$ cat src/rtl/mul_div_seq_pkg.sv
// Shared constants and types for the iterative multiply/divide unit.
package mul_div_seq_pkg;

  // ALU select encodings understood by the attached 32-bit ALU
  localparam logic [2:0] ALU_ADD = 3'b010;
  localparam logic [2:0] ALU_SUB = 3'b100;

  // Operation select on the op input
  localparam logic OP_MULTU = 1'b0;
  localparam logic OP_DIVU  = 1'b1;

  // Controller states
  typedef enum logic [1:0] {
    S_IDLE = 2'b00,
    S_RUN  = 2'b01,
    S_DONE = 2'b10
  } md_state_e;

endpackage

$ cat src/rtl/mul_div_seq_carry.sv
// Recovers the carry-out (bit 32) of the ALU from the operand and result MSBs.
// For subtract the ALU computes a + ~b + 1, so b31 is inverted; carry = 1
// then means a >= b unsigned.
module md_carry (
  input  logic a31,
  input  logic b31,
  input  logic r31,
  input  logic sub,
  output logic carry
);

  logic b_eff;

  // Carry of the MSB full adder, reconstructed from its sum output
  always_comb begin
    b_eff = sub ? ~b31 : b31;
    carry = (a31 & b_eff) | ((a31 | b_eff) & ~r31);
  end

endmodule

$ cat src/rtl/mul_div_seq.sv
// Iterative unsigned MULTU/DIVU producing HI/LO. All arithmetic is done by an
// external combinational ALU, one add (multiply) or subtract (divide) per cycle.
module mul_div_seq
  import mul_div_seq_pkg::*;
#(
  parameter int unsigned WIDTH = 32,
  parameter int unsigned ITER  = 32
) (
  input  logic             clk,
  input  logic             rst_n,
  input  logic             start,
  input  logic             op,
  input  logic [WIDTH-1:0] src_a,
  input  logic [WIDTH-1:0] src_b,
  output logic [WIDTH-1:0] alu_a,
  output logic [WIDTH-1:0] alu_b,
  output logic [2:0]       alu_s,
  input  logic [WIDTH-1:0] alu_result,
  input  logic             alu_v,
  input  logic             alu_z,
  output logic             busy,
  output logic             done,
  output logic [WIDTH-1:0] hi,
  output logic [WIDTH-1:0] lo,
  output logic             div_by_zero
);

  localparam int unsigned CW = $clog2(ITER);

  md_state_e        state_q, state_d;
  logic             op_q, op_d;
  logic [CW-1:0]    cnt_q, cnt_d;
  logic [WIDTH-1:0] acc_q, acc_d;   // H (multiply) or R (divide)
  logic [WIDTH-1:0] lsr_q, lsr_d;   // L (multiply) or Q (divide)
  logic [WIDTH-1:0] opb_q, opb_d;   // M (multiply) or D (divide)
  logic [WIDTH-1:0] hi_q, hi_d;
  logic [WIDTH-1:0] lo_q, lo_d;
  logic             dbz_q, dbz_d;

  logic [WIDTH-1:0] t_w;
  logic             carry_w;
  logic             last_w;
  logic             run_div_w;
  logic             unused_alu_flags;

  assign unused_alu_flags = alu_v ^ alu_z;

  assign t_w       = {acc_q[WIDTH-2:0], lsr_q[WIDTH-1]};
  assign last_w    = (cnt_q == CW'(ITER - 1));
  assign run_div_w = (state_q == S_RUN) && (op_q == OP_DIVU);

  md_carry u_carry (
    .a31   (alu_a[WIDTH-1]),
    .b31   (alu_b[WIDTH-1]),
    .r31   (alu_result[WIDTH-1]),
    .sub   (run_div_w),
    .carry (carry_w)
  );

  // State register
  always_ff @(posedge clk or negedge rst_n) begin
    if (!rst_n) state_q <= S_IDLE;
    else        state_q <= state_d;
  end

  // Next-state logic
  always_comb begin
    state_d = state_q;
    unique case (state_q)
      S_IDLE: if (start) state_d = (op == OP_DIVU && src_b == '0) ? S_DONE : S_RUN;
      S_RUN:  if (last_w) state_d = S_DONE;
      S_DONE: state_d = S_IDLE;
      default: state_d = S_IDLE;
    endcase
  end

  // Output logic: status flags and ALU drive
  always_comb begin
    busy  = (state_q != S_IDLE);
    done  = (state_q == S_DONE);
    alu_a = '0;
    alu_b = '0;
    alu_s = ALU_ADD;
    if (state_q == S_RUN) begin
      if (op_q == OP_MULTU) begin
        alu_a = acc_q;
        alu_b = lsr_q[0] ? opb_q : '0;
        alu_s = ALU_ADD;
      end else begin
        alu_a = t_w;
        alu_b = opb_q;
        alu_s = ALU_SUB;
      end
    end
  end

  // Datapath next values: operand latch, shift-add / restoring-divide step
  always_comb begin
    op_d  = op_q;
    cnt_d = cnt_q;
    acc_d = acc_q;
    lsr_d = lsr_q;
    opb_d = opb_q;
    hi_d  = hi_q;
    lo_d  = lo_q;
    dbz_d = dbz_q;
    unique case (state_q)
      S_IDLE: begin
        if (start) begin
          op_d  = op;
          cnt_d = '0;
          acc_d = '0;
          lsr_d = src_a;
          opb_d = src_b;
          dbz_d = 1'b0;
          if (op == OP_DIVU && src_b == '0) begin
            dbz_d = 1'b1;
            hi_d  = src_a;
            lo_d  = '1;
          end
        end
      end
      S_RUN: begin
        cnt_d = cnt_q + 1'b1;
        if (op_q == OP_MULTU) begin
          acc_d = {carry_w, alu_result[WIDTH-1:1]};
          lsr_d = {alu_result[0], lsr_q[WIDTH-1:1]};
        end else if (acc_q[WIDTH-1] | carry_w) begin
          // 33-bit partial remainder {R[31], T} >= D: keep the difference
          acc_d = alu_result;
          lsr_d = {lsr_q[WIDTH-2:0], 1'b1};
        end else begin
          acc_d = t_w;
          lsr_d = {lsr_q[WIDTH-2:0], 1'b0};
        end
        if (last_w) begin
          hi_d = acc_d;
          lo_d = lsr_d;
        end
      end
      default: ;
    endcase
  end

  // Datapath registers
  always_ff @(posedge clk or negedge rst_n) begin
    if (!rst_n) begin
      op_q  <= OP_MULTU;
      cnt_q <= '0;
      acc_q <= '0;
      lsr_q <= '0;
      opb_q <= '0;
      hi_q  <= '0;
      lo_q  <= '0;
      dbz_q <= 1'b0;
    end else begin
      op_q  <= op_d;
      cnt_q <= cnt_d;
      acc_q <= acc_d;
      lsr_q <= lsr_d;
      opb_q <= opb_d;
      hi_q  <= hi_d;
      lo_q  <= lo_d;
      dbz_q <= dbz_d;
    end
  end

  assign hi          = hi_q;
  assign lo          = lo_q;
  assign div_by_zero = dbz_q;

endmodule

$ cat config.mk
export PLATFORM = sky130hd
export DESIGN_NAME = mul_div_seq
export DESIGN_NICKNAME = d
export VERILOG_FILES = /design/src/rtl/mul_div_seq_pkg.sv /design/src/rtl/mul_div_seq_carry.sv /design/src/rtl/mul_div_seq.sv
export SDC_FILE = /design/constraint.sdc
export NUM_CORES = 1
export LEC_CHECK = 0
export BUFFER_PORTS_ARGS = -buffer_cell sky130_fd_sc_hd__buf_2
export CORE_MARGIN = 3
export CORE_UTILIZATION = 53
export CTS_CLUSTER_SIZE = 8
export DETAILED_ROUTE_END_ITERATION = 8
export GPL_TIMING_DRIVEN = 0
export PLACE_DENSITY = 0.8
export SLEW_MARGIN = 40
export SYNTH_ARGS = -nofsm -noshare
export SYNTH_HDL_FRONTEND = slang
export SYNTH_HIERARCHICAL = 1
export SYNTH_SLANG_ARGS = --single-unit
$ cat constraint.sdc
create_clock -name clk -period 4.4 [get_ports clk]
set_clock_uncertainty 0.15 [all_clocks]
set_input_delay 0.66 -clock clk [delete_from_list [all_inputs] [get_ports clk]]
set_output_delay 0.66 -clock clk [all_outputs]
set_load 0.1 [all_outputs]
; After elaboration in Yosys (flattened, before gate mapping)
; Cells that the tools add are included.
[classes]
mux = 31
reduce_logical = 10
eq_ne = 6
addsub = 1
n_bitwise = 7
[op_table]
columns = operator, count
row1 = two-way mux 32 bit, 16
row2 = case mux 32 bit (2 select lines), 4
row3 = zero test 32 bit, 1
row4 = case mux 5 bit (2 select lines), 1
row5 = two-way mux 2 bit, 3
row6 = two-way mux 3 bit, 2
row7 = "!= test 2 bit, second input constant", 3
row8 = AND reduction 2 bit, 3
row9 = "adder 5 x 1 -> 5 bit, second input constant", 1
row10 = "== test 5 bit, second input constant", 1
row11 = two-way mux 5 bit, 1
row12 = case mux 2 bit (2 select lines), 1
row13 = AND reduction 4 bit, 1
row14 = nonzero test 2 bit, 2
row15 = two-way mux 1 bit, 3
row16 = OR 1 bit, 3
row17 = AND 1 bit, 2
row18 = "== test 2 x 1 -> 1 bit, second input constant", 1
row19 = "== test 2 bit, second input constant", 1
row20 = logical AND 1 bit, 2
row21 = zero test 2 bit, 1
row22 = NOT 1 bit, 2
[word_totals]
elab_cells = 64
input_bits = 102
out_inout_bits = 134
reg_bits = 169

; Depth between registers and ports, before layout
; Gate-level depths: netlist (run 1).
[logic_depth]
word_depth = 13
ltp_mapped = 13
depth_no_buf = 9

; Cells and area by module
; The synthesis (run 1) kept the hierarchy.
[by_module_without_submodules]
columns = mod, cells_per_inst, area_each_um2, seq_area_each_um2, n_inst
row1 = mul_div_seq, 946, 8856.0, 4229.1, 1
row2 = md_carry, 3, 23.8, 0.0, 1

; Least setup slack after synthesis (run 1)
; No wires, ideal clock.
[synth_path]
kind = reg-to-reg
from = register op_q
to = register hi_q[23] (netlist: hi[23])
setup_slack_ps = 67
required_ps = 4171
path_stages_with_launch = 13
setup_time_ps = 79
arrival_time_ps = 4104
path_buffers = 5
synth_period_minus_slack_ps = 4333
cell_sequence = dfrtp_1 -> clkbuf_1 -> clkbuf_1 -> buf_1 -> mux2i_1 -> nor2_1 -> maj3_2 -> clkbuf_1 -> clkbuf_1 -> o21ai_1 -> a311oi_1 -> a21oi_1 -> mux2i_1
[synth_via]
elab_cells_between_ends = 16
classes_between = mux (9) / bitwise (6) / reduce/logical (1)
[synth_lines]
columns = element, line_no
row1 = "start, declared", mul_div_seq.sv:31  ; logic op_q, op_d;
row2 = "start signal, assigned", mul_div_seq.sv:157  ; op_q <= op_d;
row3 = two-way mux 32 bit *, mul_div_seq.sv:85  ; if (op_q == OP_MULTU) begin
row4 = two-way mux 32 bit *, mul_div_seq.sv:84  ; if (state_q == S_RUN) begin
row5 = net alu_a[31], mul_div_seq.sv:15  ; output logic [WIDTH-1:0] alu_a,
row6 = OR 1 bit, mul_div_seq_carry.sv:17  ; carry = (a31 & b_eff) | ((a31 | b_eff) & ~r31);
row7 = AND 1 bit, mul_div_seq_carry.sv:17
row8 = OR 1 bit *, mul_div_seq_carry.sv:17
row9 = net carry_w, mul_div_seq.sv:41  ; logic carry_w;
row10 = OR 1 bit *, mul_div_seq.sv:128  ; end else if (acc_q[WIDTH-1] | carry_w) begin
row11 = two-way mux 32 bit *, mul_div_seq.sv:128
row12 = two-way mux 32 bit *, mul_div_seq.sv:125  ; if (op_q == OP_MULTU) begin
row13 = two-way mux 32 bit *, mul_div_seq.sv:136  ; if (last_w) begin
row14 = case mux 32 bit (2 select lines) *, mul_div_seq.sv:107  ; unique case (state_q)
row15 = "end signal, assigned", mul_div_seq.sv:162  ; hi_q <= hi_d;
row16 = "end, declared", mul_div_seq.sv:36  ; logic [WIDTH-1:0] hi_q, hi_d;
; Mark *: on every way through the listed nets, which the timed path passes. The rest lies on a longest branch. The select of a mux whose other input is x is not followed.
; A chain may end at the register's enable or synchronous reset.

; Final worst setup path (run 1)
[layout_path]
from = register op_q
to = register hi_q[24] (netlist: hi[24])
[layout_via]
elab_cells_between_ends = 16
classes_between = mux (9) / bitwise (6) / reduce/logical (1)
[layout_lines]
columns = element, line_no
row1 = logical AND 1 bit *, mul_div_seq.sv:50  ; assign run_div_w = (state_q == S_RUN) && (op_q == OP_DIVU);
row2 = net run_div_w, mul_div_seq.sv:43  ; logic run_div_w;
row3 = two-way mux 1 bit *, mul_div_seq_carry.sv:16  ; b_eff = sub ? ~b31 : b31;
row4 = OR 1 bit, mul_div_seq_carry.sv:17
row5 = AND 1 bit, mul_div_seq_carry.sv:17
row6 = OR 1 bit *, mul_div_seq_carry.sv:17
row7 = net carry_w, mul_div_seq.sv:41
row8 = OR 1 bit *, mul_div_seq.sv:128
row9 = two-way mux 32 bit *, mul_div_seq.sv:128
row10 = two-way mux 32 bit *, mul_div_seq.sv:125
row11 = two-way mux 32 bit *, mul_div_seq.sv:136
row12 = case mux 32 bit (2 select lines) *, mul_div_seq.sv:107
; Marks and branches as above.

==> impl_results.md, run 1 <==
- Fillers: 1323
- Max Slew Vio Count: 0
- Core area: 16100 um2
- H-Tree Depth: 4
- Fmax: 239 MHz
- Synthesized area: 8880 um2
- Post-placement cell count: 1399
- Die area: 18300 um2
- Final nets: 1305
- Maximum capacitance violations: 0
- Commonest non-fill, non-tap cell in the layout: buf_2
- DR iter-0 viols: 613
- Antenna-violating nets left: 0
- Asr flop ratio synth: 1.00
- Register area share after synthesis: 0.476
- Most frequent cells in the layout: buf_2 (240), dfrtp_1 (169), nand2_1 (163)
- Vias in the first global route: 7882
- CTS root buf: clkbuf_16
- P&R area growth vs syn: 23.6%
- RR Endpoint: hi[24]
- Ports: 236
- Die height: 135 um
- Clk buf depth: 2
- YS warnings: 6
- Hold Crit Class: input port to async pin
- Clock latency on the worst-skew pair: 0.43 ns
- R2R Setup Slk: 0.22 ns
- Post-DR wirelength/cell: 18.3 um
- Share of cells above drive strength 1: 0.241
- Die Width: 135 um
- Post-synth EDFFs: 0
- WL final: 26.2 mm
- Final Hold Fails: 0
- GP Congestion: 0.962
- Total track usage: 0.289
- Crit path arrival time: 4.38 ns
- Mean post-synth cell area: 9.36 um2
- RSZ-0062 raised after global routing: no
- Post-synthesis register bit count: 169
- Vias per cell: 5.62
- Syn Nets: 1053
- DPL Wire Length: 19.8 mm
- Pin count of the biggest net entering global routing: 71
- Row cnt: 46
- Outcome: finished clean
- Final std cells w/o fill: 1432
- CP required: 4.60 ns
- Slew headroom: 0.605
- CTS tree: done
- Vias: 8042
- First-pass GRT wire length: 41.5 mm
- Post-route setup TNS: 0 ns
- Gate Count Post-Synth: 949
- Sink Count: 169
- Period utilization: 0.949
- CP Capture Type: flip-flop
- Synth Flop Type: dfrtp_1
- Total gr overflow: 0
- Slew @ Worst Pin: 0.593 ns
- Count of different cell masters after synthesis: 39
- Critical path type: flip-flop to flip-flop
- Worst R2R Start: op_q
- Critical Path Source Type: flip-flop
- DR pass1 iterations: 5
- # DRC: 0
- Hold_ws: 0.0491 ns
- Count of final setup violators: 0
- Reg2Reg Depth: 12
- Final min period: 4.18 ns
- Clock-pin transition on the worst setup and hold timing paths: 0.07 ns
- Input/output buffers: 232
- Initial antenna violation count: 5
- TritonCTS buffer count: 17
- CP max FO: 10
- Initial core utilization: 0.551
==> cell type report <==
type / instances / area (um2) / share of cell area
multi-input combinational: 648 / 4100 / 0.374
clock buffer: 21 / 470 / 0.0429
antenna: 2 / 5.00 / 0.000456
inverter: 53 / 199 / 0.0181
buffer: 78 / 360 / 0.0328
timing repair buffer: 234 / 1230 / 0.112
clock inverter: 11 / 111 / 0.0101
sequential: 169 / 4230 / 0.385
tap: 216 / 270 / 0.0246
==> critical path: stages, from the launching register on <==
cell,delay [ns]
dfrtp_1,0.53
buf_2,0.31
clkbuf_2,0.30
buf_2,0.35
and2_1,0.32
xor2_1,0.15
maj3_2,0.34
clkbuf_1,0.22
clkbuf_1,0.25
or3b_1,0.41
a311oi_1,0.52
a21oi_1,0.09
mux2i_1,0.16
==> what timing repair did <==
action                     4_1_cts  5_1_grt
setup endpoints to repair       16       37
gates resized for setup          1        5
setup buffers                    0        0
pin swaps                        0        0
hold buffers                     0        0
==> sequential cells by signal, summed over array words and instances (netlist names) <==
signal / count
hi: 32
lo: 32
div_by_zero: 1
acc_q: 32
opb_q: 32
op_q: 1
state_q: 2
cnt_q: 5
lsr_q: 32
==> metal layers <==
layer  GRT usage  up-vias  share of wire
li1            -     3762              -
met1       0.397     3850           0.43
met2       0.464      363           0.46
met3      0.0546       59          0.079
met4      0.0991        8          0.028
met5           0        -         0.0017
==> stage by stage <==
step | setup slack (ns) | utilization | area (um2)
5_1_grt | 0.0186 | 0.681 | 11000
6_report | 0.223 | 0.681 | 11000
3_3_place_gp | -0.133 | 0.640 | 10300
4_1_cts | 0.0623 | 0.680 | 11000
3_5_place_dp | -0.107 | 0.644 | 10400
2_1_floorplan | 0.0665 | - | 8880
==> synthesized netlist by cell type, types with 2 or more instances <==
cell,instances,area [um2]
a211oi_1,18,135
a21o_1,31,233
a21oi_1,32,160
a221o_1,13,130
a311oi_1,31,272
a31oi_1,19,119
and2_1,33,206
buf_1,10,37.5
buf_2,9,45.0
buf_4,4,30.0
buf_6,5,56.3
clkbuf_1,51,191
dfrtp_1,169,4230
ha_1,2,25.0
inv_1,53,199
mux2_1,14,158
mux2i_1,96,961
nand2_1,163,612
nand4_1,2,12.5
nor2_1,86,323
nor2b_1,20,125
nor3_1,2,10.0
nor4_1,6,37.5
o21ai_0,25,125
o21ai_1,9,45.0
or3b_1,31,272
xor2_1,3,26.3
==> cells by family (layout without fill, tap and decap cells) <==
family / Yosys count / after routing / synth area share
other: 1 / 3 / 0.000422
multiplexers: 111 / 111 / 0.127
adder cells (fa/ha/maj): 3 / 3 / 0.00409
AO/OA/AOI/OAI: 182 / 182 / 0.142
buffers and inverters: 132 / 397 / 0.0630
AND/OR/NAND/NOR: 348 / 348 / 0.184
XOR/XNOR: 3 / 3 / 0.00296
flip-flops: 169 / 169 / 0.476
==> worst max-delay path by stage <==
stage | from | to | cells past startpoint
2_1_floorplan | op_q | hi[23] | 12
3_3_place_gp | op_q | hi[23] | 13
3_5_place_dp | op_q | hi[23] | 13
4_1_cts | op_q | hi[23] | 13
5_1_grt | state_q[0] | hi[13] | 12
6_report | op_q | hi[24] | 12
Power of run 1 is not shown: default switching activity piles up to over one toggle a cycle in this logic, so the estimate is an artifact.
==> run 2, diff against run 1 <==
Settings changed: PLACE_DENSITY 0.8 to 0.81, SYNTH_HIERARCHICAL 1 to default.
==> run 2 against run 1 <==
  * Non-clock buffer count did not move
  * Wire length rose by 0.56%
  * Hold slack got worse by 0.053 ns
  * The flow now finishes with violations (hold timing)
  * Setup slack improved by 0.18 ns
  * Global-route usage rose by 0.72 points
  * Die area fell by 2.6%
  * Area after synthesis fell by 2.7%
  * Register-to-register slack improved by 1.7 ns
  * Sequential cell count did not move
  * Core utilization fell by 0.97 points
  * Synthesized cell count rose by 0.84%
==> impl_results.md, run 2 <==
- Period utilization: 0.908 (-0.0413)
- Vias: 8211 (+2.1%)
- Share of cells above drive strength 1: 0.242 (+0.00150)
- Clock-pin transition on the worst setup and hold timing paths: 0.06 ns (about the same)
- Post-synth top area share: 0.490 (+0.0134)
- P&R area growth vs syn: 23.9%
- Sink Count: 169 (unchanged)
- Row cnt: 46 (unchanged)
- Post-synth EDFFs: 0 (unchanged)
- Vias in the first global route: 8080 (+2.5%)
- RSZ-0062 raised after global routing: no
- CTS tree: done
- Critical Path Source Type: flip-flop
- Antenna-violating nets left: 0 (unchanged)
- Final Hold Fails: 3 (+3)
- Die height: 134 um (-1.3%)
- Ports: 236 (unchanged)
- Initial core utilization: 0.542 (-0.00926)
- CP Capture Type: output pin
- Area contributors post-synth: dfrtp_1 (49%), nand2_1 (9.8%), mux2i_1 (9.6%)
- Mean post-synth cell area: 9.03 um2 (-3.5%)
- Die area: 17900 um2 (-2.6%)
- GP Congestion: 0.938 (-2.5%)
- Violated checks: hold timing
- Most used cell, CP: buf_2
- Slew headroom: 0.461 (-0.144)
- DR iter-0 viols: 680 (+11%)
- # DRC: 0 (unchanged)
- Final std cells w/o fill: 1440 (+0.56%)
- Slew @ Worst Pin: 0.809 ns (+0.216 ns)
- Final min period: 4.00 ns (-0.182 ns)
- Core area: 15900 um2 (-1.1%)
- Synthesized area: 8640 um2 (-2.7%)
- Crit-path leading delay family: buffers and inverters
- H-Tree Depth: 4 (unchanged)
- Commonest non-fill, non-tap cell in the layout: buf_2
- Initial antenna violation count: 1 (-4)
- Total gr overflow: 0 (unchanged)
- Asr flop ratio synth: 1.00 (unchanged)
- CP required: 3.59 ns (-1.01 ns)
- Most common cell in the netlist: nand2_1
- DPL Wire Length: 19.6 mm (-0.82%)
- Maximum capacitance violations: 0 (unchanged)
- YS warnings: 0 (-6)
- Max Slew Vio Count: 0 (unchanged)
- Count of final setup violators: 0 (unchanged)
- Post-placement cell count: 1407 (+0.57%)
- Outcome: finished, violations left
- Register area share after synthesis: 0.490 (+0.0134)
- Commonest cells post-synth: nand2_1 (226), dfrtp_1 (169), nor2_1 (102)
- Vias per cell: 5.70 (+1.5%)
- Post-CTS resize count: 0 (-1)
- Max incr delay on CP: 0.55 ns (+0.02 ns)
- CP max-delay cell: clkbuf_1
- Post-synthesis register bit count: 169 (unchanged)
- Fmax: 250 MHz (+4.5%)
- Final Util: 0.671 (-0.00973)
- Pin count of the biggest net entering global routing: 66 (-7.0%)
- TritonCTS buffer count: 17 (unchanged)
- Clk buf depth: 2 (unchanged)
- First-pass GRT wire length: 41.9 mm (+0.93%)
- Worst-path cell chain: buf_2, clkbuf_1, clkbuf_1, buf_2, mux2i_1, nor2_1, buf_2
- Crit path arrival time: 3.19 ns (-1.19 ns)
- Setup ws final: 0.405 ns (+0.182 ns)
- Die Width: 134 um (-1.3%)
- Syn Nets: 1061 (+0.76%)
- Setup Slack @ Placement: 0.991 ns (+1.10 ns)
- Critical path type: flip-flop to output pin
- Total track usage: 0.296 (+0.00719)
- CP max FO: 10 (unchanged)
- Hold_buf cts: 0 (unchanged)
- CP Buf/Inv Count: 5 (unchanged)
- Hold_ws: -0.00400 ns (-0.0531 ns)
- Post-DR wirelength/cell: 18.3 um (about the same)
- Most frequent cells in the layout: buf_2 (242), nand2_1 (226), dfrtp_1 (169)
- Area leader, netlist: dfrtp_1
- Input/output buffers: 232 (unchanged)
- Gate Count Post-Synth: 957 (+0.84%)
- Final nets: 1314 (+0.69%)
- Hold Crit Class: input port to async pin
- Post CTS Setup Buffer Count: 0 (unchanged)
- Count of different cell masters after synthesis: 40 (+2.6%)
- CTS root buf: clkbuf_16
- DR pass1 iterations: 6 (+1)
- WL final: 26.4 mm (+0.56%)
- Synth Flop Type: dfrtp_1
- Clock latency on the worst-skew pair: 0.43 ns (about the same)
==> run 2: cell types whose count changed after synthesis, sizes merged, moves of 31 or more <==
cell,before,now
nand2,163,226
inv,53,2
a31oi,19,53
o22a,0,32
a311oi,31,0
or3b,31,0
==> run 2: through the flow <==
step	cell area [um2]	setup TNS (ns)
3_5_place_dp	10100	0
4_1_cts	10700	0
3_3_place_gp	10100	-21.31
2_1_floorplan	8640	0
5_1_grt	10700	0
6_report	10700	0
==> run 2: area by class of cell <==
cell class | count | area, um2
Fill cell | 1312 | 5240
Sequential cell | 169 | 4230
Multi-Input combinational cell | 708 | 4010
Timing Repair Buffer | 234 | 1230
Clock buffer | 23 | 498
Buffer | 78 | 394
Tap cell | 216 | 270
Clock inverter | 9 | 65.1
Inverter | 2 | 7.51
Antenna cell | 1 | 2.50
==> run 2: routing by layer <==
| layer | vias to the layer above | wire length (um) | GRT usage | part of all wire |
|---|---|---|---|---|
| met3 | 60 | 2070 | 0.0702 | 0.078 |
| met5 | - | 0 | 0 | 0 |
| met4 | 0 | 813 | 0.118 | 0.031 |
| met2 | 366 | 12500 | 0.477 | 0.47 |
| met1 | 3988 | 11000 | 0.390 | 0.42 |
| li1 | 3797 | - | - | - |
==> run 2: cell families (layout without fill, tap and decap cells) <==
group / Yosys count / count (layout) / synth area share
other: 1 / 2 / 0.000434
adders and majority gates: 3 / 3 / 0.00406
and+or+nand+nor: 404 / 404 / 0.200
AOI/OAI and AO/OA: 217 / 217 / 0.163
buffers and inverters: 80 / 346 / 0.0465
DFF: 169 / 169 / 0.490
muxes: 83 / 83 / 0.0962
==> run 2: final timing paths <==
check	startpoint	endpoint	slack, ns	depth (start not counted)
setup / recovery	op_q	alu_a[30]	0.40	7
hold / removal	rst_n	hi[16]	-0.004	1
setup reg to reg	state_q[1]	hi[18]	1.91	9
hold reg to reg	opb_q[17]	opb_q[17]	0.32	2
max in group asynchronous	rst_n	opb_q[26]	3.43	2
min in group clk	src_b[17]	opb_q[17]	0.28	3
Power of run 2 is left out for the same reason.
==> run 3, diff against run 2 <==
Settings changed: CTS_BUF_LIST from default to sky130_fd_sc_hd__clkbuf_16.
==> run 3 against run 2 <==
  * Core utilization down 0.31 points
  * Critical path type unchanged
  * First-iteration DRC count up 3.2%
  * Largest cell class unchanged
  * Global-route usage is essentially flat
  * Setup slack improved by 0.032 ns
  * The flow still finishes with violations (hold timing)
  * Die area stayed put
  * Via count is 0.32% higher
  * Sequential share of layout area grew 0.19 points
  * Fmax up 0.80%
==> impl_results.md, run 3 (synthesis gave the netlist of run 2 again) <==
- Outcome: finished, violations left
- Violated checks: hold timing
- Die area: 17900 um2 (unchanged)
- R2R Setup Slk: 1.93 ns (+0.02 ns)
- Critical path type: flip-flop to output pin
- Initial antenna violation count: 1 (unchanged)
- WL final: 26.3 mm (-0.39%)
- CTS tree: done
- Die Width: 134 um (unchanged)
- Slew headroom: 0.471 (+0.0103)
- Core area: 15900 um2 (unchanged)
- First-pass GRT wire length: 41.9 mm (about the same)
- Post-DR wirelength/cell: 18.2 um (-0.39%)
- Vias per cell: 5.72 (+0.32%)
- Worst R2R Start: state_q[1]
- Vias in the first global route: 8101 (+0.26%)
- Total gr overflow: 0 (unchanged)
- Final Hold Fails: 2 (-1)
- Die height: 134 um (unchanged)
- # DRC: 0 (unchanged)
- Total track usage: 0.296 (about the same)
- Antenna-violating nets left: 0 (unchanged)
- Share of cells above drive strength 1: 0.238 (-0.00409)
- GP Congestion: 0.938 (unchanged)
- DR iter-0 viols: 702 (+3.2%)
- Input/output buffers: 232 (unchanged)
- H-Tree Depth: 4 (unchanged)
- Maximum capacitance violations: 0 (unchanged)
- Slew @ Worst Pin: 0.793 ns (-0.0154 ns)
- RR Endpoint: hi[18]
- CP Capture Point: alu_a[30]
- CP required: 3.59 ns (about the same)
- Critical Path Source Type: flip-flop
- Count of final setup violators: 0 (unchanged)
- P&R area growth vs syn: 23.3%
- Most frequent cells in the layout: buf_2 (242), nand2_1 (226), dfrtp_1 (169)
- Clock-pin transition on the worst setup and hold timing paths: 0.06 ns (about the same)
- Post-layout instance area: 10600 um2 (-0.47%)
- Reg2Reg Depth: 9 (unchanged)
- DPL Wire Length: 19.6 mm (unchanged)
- Final min period: 3.96 ns (-0.0317 ns)
- Hold_ws: -0.00324 ns (+0.000764 ns)
- Initial core utilization: 0.542 (unchanged)
- DR pass1 iterations: 5 (-1)
- Period utilization: 0.901 (-0.00720)
- Commonest non-fill, non-tap cell in the layout: buf_2
- Pin count of the biggest net entering global routing: 66 (unchanged)
- Critical Path Start: op_q
- Row cnt: 46 (unchanged)
- Ports: 236 (unchanged)
- Clock latency on the worst-skew pair: 0.43 ns (about the same)
- CTS root buf: clkbuf_16
- Max Slew Vio Count: 0 (unchanged)
- Final nets: 1314 (unchanged)
- Crit path arrival time: 3.15 ns (-0.04 ns)
- Clk buf depth: 2 (unchanged)
- Fmax: 252 MHz (+0.80%)
- Post CTS Setup Buffer Count: 0 (unchanged)
- Post-DP Area: 10100 um2 (unchanged)
- CP max FO: 10 (unchanged)
- Hold_buf cts: 0 (unchanged)
- Hold Crit Class: input port to async pin
- Sink Count: 169 (unchanged)
- Post-CTS resize count: 0 (unchanged)
- TritonCTS buffer count: 17 (unchanged)
- RSZ-0062 raised after global routing: no
- Vias: 8237 (+0.32%)
- CP Capture Type: output pin
run 3: changes by cell type in the layout (fill, tap and decap cells not counted):
cell | before | now
inv_1 | 2 | 3
clkbuf_1 | 45 | 44
clkbuf_8 | 5 | 0
clkinv_1 | 0 | 5
run 3: routing by layer:
layer,up-vias,share of wire,global-route usage
met5,-,0,0
met4,0,0.030,0.117
met3,60,0.081,0.0744
met2,387,0.48,0.475
met1,3988,0.41,0.389
li1,3802,-,-
run 3: worst min-delay path by stage:
stage / slack, ns / cells past startpoint / start / end
after floorplan: 0.21 / 0 / rst_n / acc_q[0]
after global placement: 0.30 / 2 / opb_q[18] / opb_q[18]
after detailed placement: 0.31 / 2 / opb_q[22] / opb_q[22]
after CTS: 0.003 / 1 / rst_n / acc_q[19]
after global routing: 0.02 / 1 / rst_n / hi[16]
final: -0.003 / 1 / rst_n / hi[16]
run 3: area by class of cell:
cell class | instances | area [um2]
fill | 1319 | 5290
clock inverter | 15 | 87.6
inverter | 2 | 7.51
antenna | 1 | 2.50
buffer | 78 | 394
timing repair buffer | 234 | 1230
multi-input combinational | 708 | 4010
tap | 216 | 270
sequential | 169 | 4230
clock buffer | 17 | 425
run 3: through the flow:
step	hold WS [ns]	TNS, ns	instances	setup WS [ns]	utilization
floorplan	0.214	0	957	0.898	-
global placement	0.300	-21.31	1405	-0.142	0.632
detailed placement	0.306	0	1407	0.991	0.636
CTS	0.00259	0	1439	0.496	0.668
global route	0.0202	0	1440	0.329	0.668
finish	-0.00324	0	1440	0.436	0.668
run 3: worst max-delay path, stage by stage, from the launching register on:
cell	delay, ns
dfrtp_1	0.31
buf_2	0.20
clkbuf_1	0.50
clkbuf_1	0.54
buf_2	0.41
mux2i_1	0.37
nor2_1	0.07
buf_2	0.30
Power of run 3 is left out for the same reason.
